`src/rtl/axis_decimator.sv`:
```
// AXI4-Stream nearest-neighbour video downscaler.
// Drops source pixels/lines with DDA accumulators; fsync-framed, tuser=SOF, tlast=EOL.
module axis_decimator #(
    parameter int C_PIXEL_WIDTH = 8,
    parameter int C_SW_WIDTH    = 10,
    parameter int C_SH_WIDTH    = 10,
    parameter int C_MW_WIDTH    = 10,
    parameter int C_MH_WIDTH    = 10
) (
    input  logic                     clk,
    input  logic                     resetn,
    input  logic                     fsync,
    input  logic [C_SW_WIDTH-1:0]    s_width,
    input  logic [C_SH_WIDTH-1:0]    s_height,
    input  logic [C_MW_WIDTH-1:0]    m_width,
    input  logic [C_MH_WIDTH-1:0]    m_height,
    input  logic                     s_axis_tvalid,
    input  logic [C_PIXEL_WIDTH-1:0] s_axis_tdata,
    input  logic                     s_axis_tuser,
    input  logic                     s_axis_tlast,
    output logic                     s_axis_tready,
    output logic                     m_axis_tvalid,
    output logic [C_PIXEL_WIDTH-1:0] m_axis_tdata,
    output logic                     m_axis_tuser,
    output logic                     m_axis_tlast,
    input  logic                     m_axis_tready
);

    typedef enum logic [1:0] {
        IDLE,
        WAIT_SOF,
        RUN
    } state_t;

    localparam int SW = C_SW_WIDTH;
    localparam int SH = C_SH_WIDTH;
    localparam int MW = C_MW_WIDTH;
    localparam int MH = C_MH_WIDTH;

    localparam logic [SW-1:0] SW_ONE = {{(SW-1){1'b0}}, 1'b1};
    localparam logic [SH-1:0] SH_ONE = {{(SH-1){1'b0}}, 1'b1};
    localparam logic [MW-1:0] MW_ONE = {{(MW-1){1'b0}}, 1'b1};

    state_t state, state_nx;

    logic [SW-1:0] sw_q;
    logic [SH-1:0] sh_q;
    logic [MW-1:0] mw_q;
    logic [MH-1:0] mh_q;
    logic          cfg_ok;

    logic [SW-1:0] col;
    logic [SH-1:0] row;
    logic [MW-1:0] ocol;
    logic [SW:0]   cacc;
    logic [SH:0]   racc;
    logic          keep_r_q;

    logic          cfg_in;
    logic          acc;
    logic          frame_beat;
    logic          sof;
    logic [SW-1:0] col_e;
    logic [SH-1:0] row_e;
    logic [MW-1:0] ocol_e;
    logic          line_start;
    logic          in_line;
    logic          last_row;
    logic          frame_end;
    logic [SW:0]   sw_x, mw_x, cacc_c, csum, cnext;
    logic [SH:0]   sh_x, mh_x, racc_c, rsum, rnext;
    logic          keep_c, keep_r_new, keep_r, keep;

    // Configuration check on the live ports, captured at fsync.
    assign cfg_in = (s_width != '0) && (s_height != '0) &&
                    (m_width != '0) && (m_height != '0) &&
                    ({{(SW+1-MW){1'b0}}, m_width} <= {1'b0, s_width}) &&
                    ({{(SH+1-MH){1'b0}}, m_height} <= {1'b0, s_height});

    assign s_axis_tready = (state != IDLE) & (~m_axis_tvalid | m_axis_tready);
    assign acc           = s_axis_tvalid & s_axis_tready;

    // The SOF beat seen in WAIT_SOF is already pixel (0,0) of the frame.
    assign frame_beat = acc & ~fsync &
                        ((state == RUN) | ((state == WAIT_SOF) & s_axis_tuser));
    assign sof        = frame_beat & s_axis_tuser;

    assign col_e  = sof ? '0 : col;
    assign row_e  = sof ? '0 : row;
    assign ocol_e = sof ? '0 : ocol;

    assign line_start = (col_e == '0);
    assign in_line    = (col_e < sw_q);
    assign last_row   = (row_e == sh_q - SH_ONE);
    assign frame_end  = frame_beat & s_axis_tlast & last_row;

    assign sw_x = {1'b0, sw_q};
    assign mw_x = {{(SW+1-MW){1'b0}}, mw_q};
    assign sh_x = {1'b0, sh_q};
    assign mh_x = {{(SH+1-MH){1'b0}}, mh_q};

    assign cacc_c = line_start ? (sw_x - mw_x) : cacc;
    assign csum   = cacc_c + mw_x;
    assign keep_c = (csum >= sw_x);
    assign cnext  = keep_c ? (csum - sw_x) : csum;

    assign racc_c     = (row_e == '0) ? (sh_x - mh_x) : racc;
    assign rsum       = racc_c + mh_x;
    assign keep_r_new = (rsum >= sh_x);
    assign rnext      = keep_r_new ? (rsum - sh_x) : rsum;

    assign keep_r = line_start ? keep_r_new : keep_r_q;
    assign keep   = frame_beat & in_line & keep_c & keep_r & cfg_ok;

    always_ff @(posedge clk or negedge resetn) begin
        if (!resetn) begin
            state <= IDLE;
        end else begin
            state <= state_nx;
        end
    end

    always_comb begin
        state_nx = state;
        if (fsync) begin
            state_nx = WAIT_SOF;
        end else begin
            unique case (state)
                IDLE:     state_nx = IDLE;
                WAIT_SOF: if (sof) state_nx = frame_end ? WAIT_SOF : RUN;
                RUN:      if (frame_end) state_nx = WAIT_SOF;
                default:  state_nx = IDLE;
            endcase
        end
    end

    always_ff @(posedge clk or negedge resetn) begin
        if (!resetn) begin
            sw_q     <= '0;
            sh_q     <= '0;
            mw_q     <= '0;
            mh_q     <= '0;
            cfg_ok   <= 1'b0;
            col      <= '0;
            row      <= '0;
            ocol     <= '0;
            cacc     <= '0;
            racc     <= '0;
            keep_r_q <= 1'b0;
        end else if (fsync) begin
            sw_q     <= s_width;
            sh_q     <= s_height;
            mw_q     <= m_width;
            mh_q     <= m_height;
            cfg_ok   <= cfg_in;
            col      <= '0;
            row      <= '0;
            ocol     <= '0;
            cacc     <= '0;
            racc     <= '0;
            keep_r_q <= 1'b0;
        end else if (frame_beat) begin
            if (line_start) begin
                racc     <= rnext;
                keep_r_q <= keep_r_new;
            end
            if (s_axis_tlast) begin
                col  <= '0;
                ocol <= '0;
                cacc <= '0;
                row  <= frame_end ? '0 : row_e + SH_ONE;
            end else begin
                // col saturates at sw so surplus pixels of a long line stay dropped.
                col  <= in_line ? col_e + SW_ONE : col_e;
                ocol <= keep ? ocol_e + MW_ONE : ocol_e;
                cacc <= in_line ? cnext : cacc_c;
            end
        end
    end

    always_ff @(posedge clk or negedge resetn) begin
        if (!resetn) begin
            m_axis_tvalid <= 1'b0;
            m_axis_tdata  <= '0;
            m_axis_tuser  <= 1'b0;
            m_axis_tlast  <= 1'b0;
        end else if (fsync) begin
            m_axis_tvalid <= 1'b0;
        end else if (keep) begin
            m_axis_tvalid <= 1'b1;
            m_axis_tdata  <= s_axis_tdata;
            m_axis_tuser  <= (row_e == '0) && (col_e == '0);
            m_axis_tlast  <= (ocol_e == mw_q - MW_ONE);
        end else if (m_axis_tready) begin
            m_axis_tvalid <= 1'b0;
        end
    end

endmodule

```
`config.mk`:
```
export PLATFORM = sky130hd
export DESIGN_NAME = axis_decimator
export DESIGN_NICKNAME = d
export VERILOG_FILES = /design/src/rtl/axis_decimator.sv
export SDC_FILE = /design/constraint.sdc
export NUM_CORES = 1
export LEC_CHECK = 0
export BUFFER_PORTS_ARGS = -buffer_cell sky130_fd_sc_hd__buf_2
export CAP_MARGIN = 20
export CORE_ASPECT_RATIO = 0.9
export CORE_MARGIN = 2
export CORE_UTILIZATION = 58
export DETAILED_ROUTE_END_ITERATION = 12
export GPL_TIMING_DRIVEN = 0
export PLACE_DENSITY = 0.77
export SETUP_SLACK_MARGIN = 0.1
export SYNTH_ARGS = -nofsm -noshare
export SYNTH_HDL_FRONTEND = slang
export SYNTH_SLANG_ARGS = --single-unit
```
`constraint.sdc`:
```
create_clock -name clk -period 10.9 [get_ports clk]
set_clock_uncertainty 0.05 [all_clocks]
set_input_delay 1.09 -clock clk [delete_from_list [all_inputs] [get_ports clk]]
set_output_delay 1.09 -clock clk [all_outputs]
set_load 0.01 [all_outputs]
```
[After elaboration in Yosys (flattened, before gate mapping)]
Index checks and enable logic that the tools add are counted.
Storage, ports and cells
  bits of input ports: 55
  memories: 0
  latch bits: 0
  ROM bits: 0
  memory bits (writable): 0
  logic and storage cells: 112
  flip-flop bits (word level): 107
Operators by class
  muxes and demuxes: 37
  reductions and logical operators: 21
  equality and inequality tests: 6
  add/sub/neg operators: 11
  $mul: 0
  shift-type cells: 0
  div/mod/pow operators: 0
  magnitude comparators: 5
  bitwise operators: 16
Operators by type and width (count)
  2-to-1 mux 10 bit: 15
  2-to-1 mux 11 bit: 11
  nonzero test 10 bit: 4
  adder 10 x 1 -> 10 bit (second input constant): 3
  adder 11 x 10 -> 11 bit: 2
  >= comparator 11 x 10 -> 1 bit: 2
  subtractor 10 x 10 -> 11 bit: 2
  subtractor 11 x 10 -> 11 bit: 2
  == test 10 bit: 2
  less-or-equal comparator 10 bit: 2
  zero test 10 bit: 2
  subtractor 10 x 1 -> 10 bit (second input constant): 2
  bitwise AND 1 bit: 12
  less-than comparator 10 bit: 1
  2-to-1 mux 2 bit: 4
  AND reduction 2 bit: 4
  nonzero test 2 bit: 4
  logical AND 1 bit: 6
  2-to-1 mux 1 bit: 6
  != test 3 bit (second input constant): 2
  case mux 2 bit (2 select lines): 1
  nonzero test 3 bit: 1
  == test 2 x 1 -> 1 bit (second input constant): 1
  == test 2 bit (second input constant): 1
  other kinds (2): 4

[Logic depth before layout (Yosys ltp)]
  word-level depth: 19
  gate-level depth with buffers: 34

[Least setup slack after synthesis]
Ideal clock, no wire load.
  path type: in2reg
  from: input port m_axis_tready
  to: register ocol[6]
  path slack: 3.639 ns
  stages: 29
  required time: 10.768 ns
  arrival time: 7.129 ns
  path buffers: 5
  library setup time: 0.082 ns
  path through: nor2b_1 -> nor4_4 -> nand2_1 -> clkbuf_1 -> clkbuf_1 -> clkbuf_1 -> nand2_1 -> ha_1 -> and3_1 -> a31oi_2 -> clkbuf_1 -> o21ai_0 -> ha_1 -> fa_1 -> nand2_1 -> a21oi_1 -> nor4b_1 -> nor2_1 -> xor2_1 -> ha_1 -> a21oi_1 -> nand2_1 -> or4_1 -> o21ai_0 -> a211oi_2 -> and2_1 -> buf_4 -> a31o_2 -> a31oi_1
Between the ends
  longest elaborated chain between the ends: 18
  elaborated cells on any way between the ends: 29
  those cells by class: add/sub (3); order compare (3); mux (10); bitwise (10); reduce/logical (3)
RTL lines
  from (decl): RTL line 26  | input logic m_axis_tready
  OR 1 bit *: RTL line 80  | assign s_axis_tready = (state != IDLE) & (~m_axis_tvalid | m_axis_tready);
  bitwise AND 1 bit *: RTL line 80
  bitwise AND 1 bit *: RTL line 81  | assign acc = s_axis_tvalid & s_axis_tready;
  bitwise AND 1 bit * (2 in series): RTL line 84  | assign frame_beat = acc & ~fsync &
  bitwise AND 1 bit: RTL line 86  | assign sof = frame_beat & s_axis_tuser;
  2-to-1 mux 10 bit (on tied branches): RTL line 88, 89
  zero test 10 bit (on tied branches): RTL line 92, 107
  2-to-1 mux 11 bit (on tied branches): RTL line 102, 107
  adder 11 x 10 -> 11 bit (on tied branches): RTL line 103, 108
  >= comparator 11 x 10 -> 1 bit (on tied branches): RTL line 104, 109
  bitwise AND 1 bit / 2-to-1 mux 1 bit (equally long branches)
  bitwise AND 1 bit (2 in series): RTL line 113  | assign keep = frame_beat & in_line & keep_c & keep_r & cfg_ok;
  2-to-1 mux 10 bit: RTL line 175  | ocol <= keep ? ocol_e + MW_ONE : ocol_e;
  2-to-1 mux 10 bit: RTL line 167  | if (s_axis_tlast) begin
  2-to-1 mux 10 bit: RTL line 162  | end else if (frame_beat) begin
  2-to-1 mux 10 bit: RTL line 150  | end else if (fsync) begin
  to (signal assigned): RTL line 175
  to (decl): RTL line 54  | logic [MW-1:0] ocol;
Mark *: on every way between the ends. The rest lies on a longest branch, timed or not. The select of a mux whose other input is x is not followed.
A chain may end at the register's enable or synchronous reset.

[Final worst setup path]
  from: input port m_axis_tready
  to: register m_axis_tuser
Between the ends
  longest elaborated chain between the ends: 15
  elaborated cells on any way between the ends: 24
  those cells by class: add/sub (2); order compare (3); mux (5); bitwise (10); reduce/logical (4)
RTL lines
  OR 1 bit *: RTL line 80
  bitwise AND 1 bit *: RTL line 80
  bitwise AND 1 bit *: RTL line 81
  bitwise AND 1 bit * (2 in series): RTL line 84
  bitwise AND 1 bit: RTL line 86
  2-to-1 mux 10 bit (on tied branches): RTL line 88, 89
  zero test 10 bit (on tied branches): RTL line 92, 192, 107
  2-to-1 mux 11 bit (on tied branches): RTL line 102, 107
  adder 11 x 10 -> 11 bit (on tied branches): RTL line 103, 108
  >= comparator 11 x 10 -> 1 bit (on tied branches): RTL line 104, 109
  bitwise AND 1 bit / 2-to-1 mux 1 bit (equally long branches)
  bitwise AND 1 bit (2 in series): RTL line 113
  AND reduction 2 bit (no source line)
  to (signal assigned): RTL line 192  | m_axis_tuser <= (row_e == '0) && (col_e == '0);
  to (decl): RTL line 24  | output logic m_axis_tuser,
Mark *: on every way between the ends. The rest lies on a longest branch, timed or not.

==> results by group <==
Run status
  – Status: completed

Detailed routing
  – DR vias: 9182
  – Total wire length: 26780 um
  – # DRC: 0
  – Drt wl/cell: 18.23 um
  – Via density per instance: 6.251
  – Initial drt markers: 697
  – First-pass detailed-route iteration total: 6
  – Post-route ant nets: 0

STA
  – Max Freq: 112.6 MHz
  – Unrepaired setup endpoints after global routing: false
  – Final setup violation count: 0
  – Fin. Hold Viols: 0
  – Hold Slack: 0.4189 ns
  – Setup_tns: 0 ns
  – Slew Limit Headroom: 0.5460
  – Period utilisation layout: 0.8146
  – Worst-Margin Slew: 0.6748 ns
  – Post-route minimum period: 8.879 ns
  – Fin. max-slew vios: 0

Place
  – GPL Wtd Cong: 0.9367
  – Dpl hpwl: 21180 um
  – IO Port Bufs: 65
  – Post-DP Area: 10090 um^2

Finish
  – Reg area: 2678 um^2
  – Final instance area: 10390 um^2
  – Antenna fix cells: 0
  – Multi-input gate area: 6256 um^2
  – Syn-to-layout area delta: 9.714%
  – Layout cells sized above 1: 0.08320
  – Post-layout nets: 1417
  – Fillers: 1389

GRT
  – First-pass GRT wire length: 44010 um
  – Vias in the first global route: 8448
  – Largest net degree at the start of global routing: 42
  – Total Routing Usage GR: 0.3129
  – GR Overflow Total: 0
  – Initial antenna violation count: 0

Floorplan
  – Initial Util: 0.5890
  – Io pins: 67
  – Core area: 16080 um^2
  – Overall die area: 17360 um^2
  – Die X-Extent: 138.7 um
  – Placement row count: 44
  – Die height: 125.2 um

Worst hold path
  – Worst hold path class: flip-flop to flip-flop
  – Hold path start: m_axis_tdata[6]

Clock network
  – # Post-CTS Setup Buffers: 0
  – Clock-pin slew on the worst setup and hold paths: 0.07 ns
  – Root buf cell: clkbuf_16
  – H-tree levels: 3
  – CTS tree: built
  – PostCTS Resize Cnt: 0
  – Clock tree buffer depth: 2
  – CTS sink count: 107
  – TritonCTS buffer count: 9
  – CTS Hold Buffers Added: 0
  – Clk Latency, worst-skew pair: 0.36 ns

Setup path
  – Critical path peak fanout: 10
  – Critical Path RT: 11.12 ns
  – Crit-path max cell delay: 0.55 ns
  – Crit path max-delay cell type: a31oi_2
  – Worst Setup End Kind: flip-flop
  – Reg-to-Reg Start: state[0]
  – CP Launch Type: input port
  – Critical path class: input port to flip-flop
  – Crit path arrival time: 9.10 ns
  – CP startpoint: m_axis_tready
  – Most frequent CP cell: nand2_1

Pwr
  – Clock share of power: 0.156
  – Leakage: 4.821 nW
  – Total power: 0.002169 W
  – Part of the power in registers: 0.229
  – Sw Ratio: 0.4500
  – Comb power frac: 0.615
  – Pwr Density: 208.8 nW/um^2
  – Sw power: 0.0009759 W
  – Int Pwr: 0.001193 W
  – Worst VDD drop: 0.1276 mV

Yosys
  – Post-synth EDFFs: 0
  – Top FF cell, synth: dfrtp_1
  – Avg Synthesized Cell Area: 8.030 um^2
  – Yosys warns: 0
  – Yosys reg bits: 107
  – Cell with the most instances after synthesis: nand2_1
  – Synth async-reset ratio: 1.000
  – Cells after Synth: 1179
  – Register area share after synthesis: 0.2828
  – Most frequent cells after synthesis: nand2_1, o21ai_0, dfrtp_1
  – Yosys top cell area share: 0.2828
  – Number of distinct library cells after synthesis: 73
  – Syn nets: 1339
  – Yosys top cell by area: dfrtp_1
  – Post-Syn Area: 9468 um^2
  – Synth area leaders: dfrtp_1, ha_1, o21ai_0, nand2_1, xnor2_1

Job
  – Max Cap Viol: 0
cells in the final DEF (no fill, tap or decap), types with 16 or more instances in the layout:
cell,n
nand2_1,155
buf_2,67
ha_1,99
inv_1,92
xnor2_1,50
nor2_1,65
clkbuf_1,41
a21o_1,20
dfrtp_1,107
nand3_1,38
nand4_1,18
nor2b_1,20
nor3_1,22
a21oi_1,68
and2_1,16
o21ai_0,128
a31oi_1,19
worst max-delay path, delay by kind of cell:
kind / cells / cell delay, ns
and+or+nand+nor: 12 / 2.49
buffers and inverters: 6 / 2.39
AOI/OAI and AO/OA: 7 / 1.64
adders and majority gates: 4 / 1.29
xor gates and xnor gates: 1 / 0.17
metal layers:
layer	up-vias	GRT usage	wire length [um]
li1	4405	-	-
met1	4333	0.4787	12760
met2	408	0.4770	11480
met3	36	0.04404	2182
met4	0	0.06179	354
met5	-	0	0
final timing paths:
path	depth (start not counted)	slack [ns]	to
max	30	2.02	m_axis_tuser
min	2	0.42	m_axis_tdata[6]
max reg2reg	31	2.24	m_axis_tuser
min reg2reg	2	0.42	m_axis_tdata[6]
max in group asynchronous	3	9.38	row[0]
min in group asynchronous	1	0.60	col[1]
per-stage QoR:
stage	setup slack, ns	instances	utilization
after global placement	1.842	1451	0.6253
after CTS	2.132	1469	0.6462
after floorplan	3.639	1179	-
final	2.021	1469	0.6462
after detailed placement	1.785	1453	0.6280
after global routing	1.330	1469	0.6462
power groups by stage:
stage | sequential [W] | combinational, W | clock [W]
2_1_floorplan | 0.000499 | 0.00102 | 0
3_3_place_gp | 0.000502 | 0.00128 | 0
3_5_place_dp | 0.000504 | 0.00130 | 0
4_1_cts | 0.000496 | 0.00131 | 0.000343
5_1_grt | 0.000503 | 0.00149 | 0.000359
6_report | 0.000498 | 0.00133 | 0.000338
flip-flops by register name (all words and copies together) (netlist names), 2 cells and up:
register	flops
cacc	11
mw_q	10
ocol	10
mh_q	10
state	2
racc	11
m_axis_tdata	8
sh_q	10
col	10
row	10
sw_q	10
area by class of cell:
type,count,area share
multi-input cells,933,0.6023
flip-flops and latches,107,0.2578
repair buffers,67,0.03541
inverters,92,0.03324
well taps,207,0.02493
clock buffers,11,0.02240
plain buffers,47,0.01819
clock inverters,5,0.005782
cell families (layout without fill, tap and decap cells):
family	after synthesis	after routing	share of synthesized area
DFF	107	107	0.2828
buffers and inverters	139	222	0.05643
muxes	9	9	0.01031
AOI/OAI and AO/OA	356	356	0.2396
and+or+nand+nor	397	397	0.2034
xor gates and xnor gates	66	66	0.06396
adders and majority gates	105	105	0.1435
(Power assumes the default switching activity.)
